[src/rtl/fetch_stage.sv]
// fetch_stage: PC owner and instruction fetch front end with a 2-entry decode queue
module fetch_stage #(
  parameter int PC_WIDTH = 32,
  parameter int IWIDTH = 32,
  parameter logic [PC_WIDTH-1:0] RESET_PC = '0
) (
  input  logic                f_clk,
  input  logic                f_rst,
  input  logic                f_i_ce,
  output logic                f_o_imem_req,
  output logic [PC_WIDTH-1:0] f_o_imem_addr,
  input  logic [IWIDTH-1:0]   f_i_imem_data,
  input  logic                f_i_redirect,
  input  logic [PC_WIDTH-1:0] f_i_redirect_pc,
  output logic                f_o_valid,
  output logic [IWIDTH-1:0]   f_o_instr,
  output logic [PC_WIDTH-1:0] f_o_pc,
  output logic [PC_WIDTH-1:0] f_o_pc_plus4,
  input  logic                f_i_ready
);
  logic [PC_WIDTH-1:0] pc, inflight_pc;
  logic                inflight, pop, push;
  logic [1:0]          count, wr_idx;
  logic [2:0]          credit;
  logic [IWIDTH-1:0]   q_instr [2];
  logic [PC_WIDTH-1:0] q_pc [2];
  assign f_o_valid = count != 2'd0;
  assign pop = f_o_valid & f_i_ready;
  assign push = inflight & ~f_i_redirect;
  assign wr_idx = count - {1'b0, pop};
  assign credit = {1'b0, count} + {2'b0, inflight} - {2'b0, pop};
  // gated by reset so every output reads 0 while reset is held
  assign f_o_imem_req = f_rst & f_i_ce & ~f_i_redirect & (credit < 3'd2);
  assign f_o_imem_addr = f_rst ? pc : '0;
  assign f_o_instr = f_o_valid ? q_instr[0] : '0;
  assign f_o_pc = f_o_valid ? q_pc[0] : '0;
  assign f_o_pc_plus4 = f_o_valid ? q_pc[0] + PC_WIDTH'(4) : '0;
  always_ff @(posedge f_clk or negedge f_rst) begin
    if (!f_rst) begin
      pc <= RESET_PC;
      count <= 2'd0;
      inflight <= 1'b0;
      inflight_pc <= '0;
    end else begin
      inflight <= f_o_imem_req;
      if (f_o_imem_req) inflight_pc <= pc;
      pc <= f_i_redirect ? f_i_redirect_pc : f_o_imem_req ? pc + PC_WIDTH'(4) : pc;
      count <= f_i_redirect ? 2'd0 : count + {1'b0, push} - {1'b0, pop};
    end
  end
  // slot 0 is the head; a pop shifts, and a push lands in the first free slot after the pop
  always_ff @(posedge f_clk) begin
    if (pop) begin
      q_instr[0] <= q_instr[1];
      q_pc[0] <= q_pc[1];
    end
    if (push) begin
      q_instr[wr_idx[0]] <= f_i_imem_data;
      q_pc[wr_idx[0]] <= inflight_pc;
    end
  end
endmodule

[config.mk]
export PLATFORM = sky130hd
export DESIGN_NAME = fetch_stage
export DESIGN_NICKNAME = d
export VERILOG_FILES = /design/src/rtl/fetch_stage.sv
export SDC_FILE = /design/constraint.sdc
export NUM_CORES = 1
export LEC_CHECK = 0
export BUFFER_PORTS_ARGS = -buffer_cell sky130_fd_sc_hd__buf_2
export CAP_MARGIN = 20
export CORE_ASPECT_RATIO = 1.2
export CORE_MARGIN = 1
export CORE_UTILIZATION = 50
export DETAILED_ROUTE_END_ITERATION = 12
export PLACE_DENSITY = 0.79
export SLEW_MARGIN = 20
export SYNTH_ARGS = -nofsm -noshare
export SYNTH_HDL_FRONTEND = slang
export SYNTH_SLANG_ARGS = --single-unit
[constraint.sdc]
create_clock -name f_clk -period 7.5 [get_ports f_clk]
set_input_delay 1.5 -clock f_clk [delete_from_list [all_inputs] [get_ports f_clk]]
set_output_delay 1.5 -clock f_clk [all_outputs]
set_load 0.1 [all_outputs]
==> results.yml <==
critical_path:
  path_common_cell: "inv_1"
  r2r_setup_slack_ns: 3.15
  path_buf_inv: 4
  critPathMaxFanout: 95
  endpoint_kind: "primary output"
  slowest_stage: "buf_4"
  required_ns: 6.00
  critPathArrivalTime_ns: 3.88
  critical_path_class: "flip-flop to primary output"
  crit_family: "buffers and inverters"
  start_kind: "flip-flop"
  max_stage_delay_ns: 0.68
  crit_chain: "nor2_4 -> buf_4 -> nor2b_1 -> ha_1 -> inv_1 -> nand2_1 -> fa_1 -> nand4b_1 -> or2_2 -> inv_1 -> buf_2"
  startpoint: "count[1]"
  rr_startpoint: "count[1]"
sta:
  grt_setup_unrepaired: "false"
  fin_skew_ns: 0.0137
  post-route-period-util_pct: 71.7
  slew_headroom_pct: 40.3
  min_period_ns: 5.38
  max_freq_mhz: 186
  fin_tns_setup_ns: 0
  worstMarginPinSlew_ns: 0.895
  setup_violations: 0
  hold_viol: 0
  final_max_slew_viol_count: 0
grt:
  overflow: 0
  first_global_vias: 6037
  grt_max_degree: 96
  antenna_found_initial: 1
  track_usage_pct: 20.7
  grt_first_pass_wirelength_um: 30900
clocking:
  cts_setup_buffers: 0
  cts_tree: "done"
  cts_max_path_buffers: 2
  cts.htree.levels: 4
  cts_root_buf: "clkbuf_16"
  post_cts_resized: 0
  cts_inserted_buffers: 17
  path_clk_slew_ns: 0.07
  cts_hold_buffers: 0
  cts_sinks: 195
  clk-insertion-delay-late_ns: 0.43
synthesis:
  ys_seq_elements: 195
  netlist_area_um2: 9280
  synth_nets: 878
  synth_flop_cell: "edfxtp_1"
  syn-mean-instance-area_um2: 11.6
  ys_seq_area_share_pct: 59.5
  postSynthCellCount: 803
  synth_edf_count: 128
  yosysUniqueCellTypes: 51
  async_flop_share_pct: 34.4
  ys_warn_count: 0
layout:
  final_util_pct: 60.8
  drive_gt1_share_pct: 31.8
  final_cell_mix: "197 x buf_2, 138 x nand2_1, 128 x edfxtp_1, 70 x nor2b_1, 67 x dfrtp_1"
  fin_nets: 1059
  area_growth_syn_to_layout_pct: 19.2
  layout_commonest_cell: "buf_2"
drt:
  wl_per_cell_um: 15.6
  vias_per_cell: 5.33
  drcViolationCount: 0
  initialDrtViolationCount: 348
  dr.pass1.iters: 6
  vias: 6518
  wirelength_um: 19100
  ant_nets: 0
die:
  coreArea_um2: 18200
  pin_count: 199
  start_util_pct: 51.1
  fp.dieW_um: 126
  rows: 54
  die_area_um2: 19100
  fp.dieH_um: 151
placed_design:
  port_buffers: 198
  gp_congestion: 0.828
  dp.final_hpwl_um: 13100
worst_hold_path:
  hold_path.startpoint: "inflight_pc[21]"
  holdCritPathClass: "flip-flop to flip-flop"
run:
  maxCapViolCount: 0
status:
  status: "finished clean"
==> path summary, 6_finish.rpt <==
check | endpoint | depth (start not counted)
max in group asynchronous | inflight_pc[2] | 2
worst max register to register | pc[17] | 14
worst min register to register | q_pc[1][21] | 0
min in group asynchronous | pc[21] | 1
worst min-delay path | q_pc[1][21] | 0
worst max-delay path | f_o_imem_req | 11
==> per-stage QoR <==
step	area (µm²)	hold slack, ns	std cells	setup slack (ns)
floorplan	9280	0.443	803	1.98
detailed placement	10400	0.461	1189	2.25
CTS	11100	0.478	1221	2.06
global route	11100	0.488	1221	1.86
finish	11100	0.472	1222	2.12
global placement	10400	0.458	1189	2.27
==> area by class of cell <==
type | instances | area [µm²]
inverters | 13 | 48.8
clock buffers | 19 | 443
fillers | 1449 | 7120
well taps | 224 | 280
multi-input cells | 549 | 3520
repair buffers | 208 | 1070
flip-flops and latches | 195 | 5520
clock inverters | 13 | 170
diodes | 1 | 2.50
==> Yosys cell counts, types with 2 or more instances <==
cell type    n  share of area, %
nand2_1    139               5.6
edfxtp_1   128                41
nor2b_1     70               4.7
dfrtp_1     67                18
mux2_2      66               8.0
nor2_1      47               1.9
and2_1      37               2.5
clkbuf_1    30               1.2
o21ai_0     25               1.3
nand3_1     21               1.1
nand4_1     19               1.3
xor2_1      17               1.6
inv_1       13              0.53
xnor2_1     12               1.1
buf_2       11              0.59
and3_1       9              0.61
o211ai_1     8              0.65
nor3_1       7              0.38
o311ai_0     7              0.66
a21oi_1      6              0.32
ha_1         5              0.67
or3_1        5              0.34
nand3b_1     4              0.32
a21o_1       3              0.24
a221o_1      3              0.32
a22oi_1      3              0.24
a31oi_1      3              0.20
a32oi_1      3              0.28
a41oi_1      3              0.28
and4_1       3              0.28
or4_1        3              0.24
buf_1        2             0.081
buf_4        2              0.16
nor4_1       2              0.13
nor4_2       2              0.27
nor4_4       2              0.46
or2_2        2              0.13
==> worst register-to-register path, delay by kind of cell (launching register included) <==
kind | cells | cell delay [ns]
buffers and inverters | 4 | 1.29
AND/OR/NAND/NOR | 6 | 1.14
adder cells (fa/ha/maj) | 2 | 0.86
AO/OA/AOI/OAI | 2 | 0.50
flip-flops | 1 | 0.46
==> sequential cells by signal, indices dropped and copies added (netlist names) <==
| signal | count |
|---|---|
| count | 2 |
| inflight | 1 |
| inflight_pc | 32 |
| pc | 32 |
| q_instr | 64 |
| q_pc | 64 |
==> kinds of logic after synthesis <==
kind of cell	synth area share, %
buf+inv	2.70
xor+xnor	2.74
flops	59.5
simple gates	21.1
compound gates	4.95
fa+ha+maj	0.890
mux	8.12
==> per-layer routing <==
metal	global-route usage (%)	share of wire, %	up-vias
li1	-	-	3200
met1	27.5	45	3102
met2	34.6	49	201
met3	3.99	4.6	15
met4	6.45	1.1	0
met5	0	0	-
Power is not shown: default switching activity piles up to over one toggle a cycle in this logic, so the estimate is an artifact.
